**src/rtl/pc_sequencer.sv**
```systemverilog
// Program-counter sequencer: +4 fetch, branch/jump redirect, exception entry and eret return.
// Define PC_SEQ_DELAY_SLOT_EN to get MIPS-style branch-delay-slot sequencing.
module pc_sequencer #(
  parameter logic [31:0] RESET_PC   = 32'h0000_3000,
  parameter logic [31:0] EXC_VECTOR = 32'h0000_4180
) (
  input  logic        clk,
  input  logic        reset,
  input  logic        stall,
  input  logic        br_taken,
  input  logic [31:0] br_target,
  input  logic        jump,
  input  logic [31:0] jump_target,
  input  logic        eret,
  input  logic        exc_req,
  output logic [31:0] pc,
  output logic [31:0] pc_plus4,
  output logic [31:0] epc,
  output logic        in_slot,
  output logic        exc_bd
);

  typedef enum logic {RUN, SLOT} state_t;

  state_t      state_q, state_d;
  logic [31:0] pc_q, pc_d;
  logic [31:0] epc_q, epc_d;
  logic [31:0] redirect;

  // Jump wins over a simultaneous taken branch; targets are always word aligned.
  assign redirect = (jump ? jump_target : br_target) & 32'hFFFF_FFFC;
  assign pc_plus4 = pc_q + 32'd4;
  assign pc       = pc_q;
  assign epc      = epc_q;

`ifdef PC_SEQ_DELAY_SLOT_EN
  logic [31:0] tgt_q, tgt_d;
  logic        exc_bd_q, exc_bd_d;

  assign in_slot = (state_q == SLOT);
  assign exc_bd  = exc_bd_q;
`else
  assign in_slot = 1'b0;
  assign exc_bd  = 1'b0;
`endif

  always_comb begin
    state_d  = state_q;
    pc_d     = pc_q;
    epc_d    = epc_q;
`ifdef PC_SEQ_DELAY_SLOT_EN
    tgt_d    = tgt_q;
    exc_bd_d = exc_bd_q;
`endif
    case (state_q)
      RUN: begin
        if (exc_req) begin
          pc_d  = EXC_VECTOR;
          epc_d = pc_q;
`ifdef PC_SEQ_DELAY_SLOT_EN
          exc_bd_d = 1'b0;
`endif
        end else if (stall) begin
          pc_d = pc_q;
        end else if (eret) begin
          pc_d = epc_q;
        end else if (jump || br_taken) begin
`ifdef PC_SEQ_DELAY_SLOT_EN
          tgt_d   = redirect;
          pc_d    = pc_plus4;
          state_d = SLOT;
`else
          pc_d    = redirect;
`endif
        end else begin
          pc_d = pc_plus4;
        end
      end
`ifdef PC_SEQ_DELAY_SLOT_EN
      SLOT: begin
        // Exception in the delay slot reports the branch itself so it is re-executed.
        if (exc_req) begin
          pc_d     = EXC_VECTOR;
          epc_d    = pc_q - 32'd4;
          exc_bd_d = 1'b1;
          tgt_d    = 32'd0;
          state_d  = RUN;
        end else if (!stall) begin
          pc_d    = tgt_q;
          state_d = RUN;
        end
      end
`endif
      default: state_d = RUN;
    endcase
  end

  always_ff @(posedge clk or negedge reset) begin
    if (!reset) begin
      state_q  <= RUN;
      pc_q     <= RESET_PC;
      epc_q    <= 32'd0;
`ifdef PC_SEQ_DELAY_SLOT_EN
      tgt_q    <= 32'd0;
      exc_bd_q <= 1'b0;
`endif
    end else begin
      state_q  <= state_d;
      pc_q     <= pc_d;
      epc_q    <= epc_d;
`ifdef PC_SEQ_DELAY_SLOT_EN
      tgt_q    <= tgt_d;
      exc_bd_q <= exc_bd_d;
`endif
    end
  end

endmodule

```
**config.mk**
```make
export PLATFORM = sky130hd
export DESIGN_NAME = pc_sequencer
export DESIGN_NICKNAME = d
export VERILOG_FILES = /design/src/rtl/pc_sequencer.sv
export SDC_FILE = /design/constraint.sdc
export NUM_CORES = 1
export LEC_CHECK = 0
export BUFFER_PORTS_ARGS = -buffer_cell sky130_fd_sc_hd__buf_2
export CAP_MARGIN = 0
export CELL_PAD_IN_SITES_DETAIL_PLACEMENT = 1
export CELL_PAD_IN_SITES_GLOBAL_PLACEMENT = 1
export CORE_MARGIN = 2
export CORE_UTILIZATION = 35
export DETAILED_ROUTE_END_ITERATION = 7
export PLACE_DENSITY_LB_ADDON = 0.3
export SYNTH_ARGS = -nofsm -noshare
export SYNTH_HDL_FRONTEND = slang
export SYNTH_SLANG_ARGS = --single-unit
export TNS_END_PERCENT = 10
```
**constraint.sdc**
```tcl
create_clock -name clk -period 1.94 [get_ports clk]
set_input_delay 0.194 -clock clk [delete_from_list [all_inputs] [get_ports clk]]
set_output_delay 0.194 -clock clk [all_outputs]
set_load 0.1 [all_outputs]
```
# After elaboration in Yosys (flattened, before gate mapping)
# Cells that the tools add are included.
[totals]
reg_bits = 64
input_bits = 71
out_inout_bits = 98
elab_cells = 10
[op_classes]
addsub = 1
n_eq_ne = 1
n_mux = 5
n_reduce_logical = 1
[ops]
columns = ["cell", "n"]
rows = [
  ["$mux 32", 5],
  ["$add 32x3->32 const B", 1],
  ["$ne 2x1->1 const B", 1],
  ["$logic_or 1x1->1", 1],
]

# Logic depth before layout (Yosys ltp)
[logic_depth]
word_depth = 5
depth_mapped = 7
mapped_depth_nobuf = 6

# Worst setup path after synthesis
# No wires, ideal clock.
[synth_timing]
path_kind = "flip-flop to flip-flop"
from = "reg pc_q[9] (netlist: pc[9])"
to = "reg pc_q[26] (netlist: pc[26])"
setup_ps = 78
arrival_time_ps = 3850
t_required_ps = 1862
path_slack_ps = -1989
path_stages_with_launch = 7
n_path_buf = 1
synth_period_minus_slack_ps = 3929
path_cell_list = "dfrtp_1 > buf_2 > nand4_4 > nor4_4 > nand3_1 > xnor2_1 > o2bb2ai_1"
[synth_via]
elab_chain_cells = 5
[synth_rtl]
columns = ["element", "line", "source"]
rows = [
  ["start: declaration", "26", "logic [31:0] pc_q, pc_d;"],
  ["start signal: assignment", "109", "pc_q <= pc_d;"],
  ["$add 32x3->32", "32", "assign pc_plus4 = pc_q + 32'd4;"],
  ["named net pc_plus4[26]", "17", "output logic [31:0] pc_plus4,"],
  ["$mux 32", "67", "end else if (jump || br_taken) begin"],
  ["$mux 32", "65", "end else if (eret) begin"],
  ["$mux 32", "63", "end else if (stall) begin"],
  ["$mux 32", "57", "if (exc_req) begin"],
]
# The timed path passes the listed nets, and every way through them passes these cells. The select of a mux whose other input is x is not followed.
# A chain may end at the register's enable or synchronous reset.

# Worst setup path after layout
[layout_timing]
from = "reg pc_q[12] (netlist: pc[12])"
to = "out pc_plus4[16]"
[layout_via]
elab_chain_cells = 1
[layout_rtl]
columns = ["element", "line"]
rows = [
  ["$add 32x3->32", "32"],
  ["end: declaration", "17"],
]
# No other way between the ends.

==> impl_metrics.tcl <==
set metrics [dict create \
    status "finished, violations left" \
    failed_checks "setup timing" \
    synth_cells 428 \
    reg2reg_depth 7 \
    antenna_found_initial 0 \
    place.gp.congestion 0.787 \
    p_per_area_mw_per_mm2 808 \
    rows 38 \
    slew_headroom_pct 65.9 \
    worst_pin_slew_ns 0.498 \
    core-area_mm2 0.0109 \
    via_per_inst 5.57 \
    synthesis.area_mm2 0.00397 \
    cp_cell_sequence "nand4_4, buf_4, nor4_4, buf_4, xor2_4, buf_12" \
    first_pass_iters 4 \
    crit_top_cell "buf_4" \
    start_util_pct 36.3 \
    ioPinCount 169 \
    synthArstFlopShare_pct 100 \
    post-route-period-util_pct 122 \
    end_kind "output port" \
    layout-drive-gt1-share_pct 55.2 \
    final_nets 705 \
    synth_ff_type "dfrtp_1" \
    ys_ff_latch 64 \
    timing.fmax_mhz 423 \
    min_to "pc[14]" \
    cts-htree-levels 3 \
    drt_wl_total_um 16600 \
    dr.first_iter.drc_count 192 \
    final_cell_mix "134 x buf_2, 66 x buf_4, 44 x nor2_1, 39 x dfrtp_1, 37 x a21oi_1" \
    p_leak_nw 3.11 \
    final_area_mm2 0.00672 \
    synth_edf_count 0 \
    cp_max_fo 4 \
    cts_tree "yes" \
    num_vias 4334 \
    drc_errors 0 \
    n_fill_cell 1237 \
    hold_path_depth 3 \
    worstSkewPairLatency_ns 0.34 \
    numCtsBuffers 9 \
    worstPathArrival_ns 2.17 \
    cp_top_family "flip-flops" \
    post-route-util_pct 61.5 \
    hold_class "in -> reg" \
    synth-seq-area-share_pct 40.4 \
    finClkSkew_ns 0.00399 \
    first_global_vias 4771 \
    yosys_warnings 0 \
    die_x_um 110 \
    crit_path_start_kind "flip-flop" \
    ir_drop_v 0.000404 \
    finalPower_mw 5.43 \
    post_drt_wl_per_cell_um 21.3 \
    finalCriticalPeriod_ns 2.36 \
    syn_avg_cell_area_um2 9.27 \
    hold_violations 0 \
    place_area_mm2 0.00624 \
    n_antenna_cell 0 \
    hold_start "jump_target[14]" \
    grt_start_max_net_pins 49 \
    gr-total-overflow 0 \
    ctsRootBufferMaster "clkbuf_16" \
    r2r-end "pc[27]" \
    syn_to_final_growth_pct 69.5 \
    slowest_stage "dfstp_4" \
    dieArea_mm2 0.0122 \
    cp_slowest_stage_delay_ns 0.62 \
    cp.required_ns 1.75 \
    clkTransAtPathRegs_ns 0.05 \
    track_usage_pct 27.6 \
    grt_pass1_wl_um 26700 \
    fin_ws_ns -0.423 \
    final_common_cell "buf_2" \
    hpwl_um 12000 \
    maxCapViolations 0 \
    finalSetupViolations 27 \
    clock_path_buffers 2 \
    final_max_slew_viol_count 0 \
    path_class "reg -> out" \
    ff2ff_setup_slack_ns -0.04 \
    rsz0062_at_grt "yes" \
    rr_startpoint "pc[12]" \
    worst-path-buf-inv 3 \
    synth_cell_types 52 \
    cts_sinks 64 \
    port_buffers 162 \
    die_h_um 110 \
    ant_nets 0 \
]
## kinds of logic after synthesis
family                   after synthesis  share of synthesized area (%)
AO/OA/AOI/OAI                        113                           19.6
XOR/XNOR                              28                           6.75
adder cells (fa/ha/maj)                1                          0.315
buffers and inverters                 49                           5.27
flip-flops                            64                           40.4
multiplexers                          30                           8.42
other                                  1                         0.0945
AND/OR/NAND/NOR                      142                           19.1
## flip-flops by register name, indices dropped and copies added, names as in the netlist
signal,flops
pc,32
epc,32
## report_power, final
part / leakage (nW) / switching, mW / internal, mW
sequential: 0.801 / 0.0996 / 1.45
combinational: 2.15 / 1.50 / 0.546
clock: 0.163 / 0.606 / 1.23
total: 3.11 / 2.21 / 3.22
## per-layer routing
| layer | GRT usage, % | part of all wire [%] |
|---|---|---|
| met5 | 0 | 0 |
| met4 | 11.0 | 2.9 |
| met3 | 6.86 | 6.2 |
| met2 | 48.0 | 51 |
| met1 | 32.6 | 39 |
## worst register-to-register path: stages, from the launching register on
cell and delay, ns:
dfstp_4 0.62, nand4_4 0.16, nor4_4 0.19, buf_6 0.16
nand4_1 0.21, xnor2_4 0.23, buf_4 0.14, o2bb2ai_1 0.12
## per-stage QoR
| stage | hold slack (ns) | worst slack, ns | TNS [ns] | instances |
|---|---|---|---|---|
| 6_report | 0.186 | -0.423 | -6.96 | 778 |
| 5_1_grt | 0.208 | -0.530 | -9.37 | 778 |
| 4_1_cts | 0.176 | -0.466 | -7.42 | 775 |
| 3_5_place_dp | 0.168 | -0.245 | -2.58 | 758 |
| 3_3_place_gp | 0.161 | -0.204 | -1.45 | 758 |
| 2_1_floorplan | -0.102 | -0.750 | -26.03 | 429 |
## synth_stat cells, types with 9 or more instances
master     count  area [um2]
o2bb2ai_1     11        96.3
xor2_1         9        78.8
xnor2_1       16         140
nand3_1       12        60.1
nor2_1        47         176
nor3_1        22         110
nand2_1       24        90.1
o21ai_0       17        85.1
inv_1         10        37.5
a221oi_1      17         149
dfrtp_1       62        1550
mux2_2        27         304
clkbuf_1      24        90.1
a21oi_1       37         185
## final cells by class
type                       instances  area, um2  area share (%)
multi-input combinational        316       2720            40.4
sequential                        64       1670            24.9
timing repair buffer             232       1790            26.6
tap                              140        175            2.61
clock inverter                     2       60.1           0.894
inverter                          10       37.5           0.558
clock buffer                      14        274            4.08
## repair_timing
action	in CTS	in global routing
resized for setup	20	1
buffers inserted	0	3
cloned	0	0
endpoints found under the setup margin	38	31
hold endpoints to repair	16	0
hold buffers	1	0
pin swaps	12	4
## worst max path at each step
| stage | start | end | slack [ns] | cells after the start |
|---|---|---|---|---|
| after floorplan | pc[12] | pc[29] | -0.75 | 5 |
| after global placement | pc[13] | pc_plus4[29] | -0.20 | 6 |
| after detailed placement | pc[13] | pc_plus4[27] | -0.24 | 6 |
| after CTS | pc[12] | pc_plus4[31] | -0.47 | 6 |
| after global routing | pc[12] | pc_plus4[29] | -0.53 | 6 |
| final | pc[12] | pc_plus4[16] | -0.42 | 6 |
Note: power is estimated with default switching activity, not from simulation.
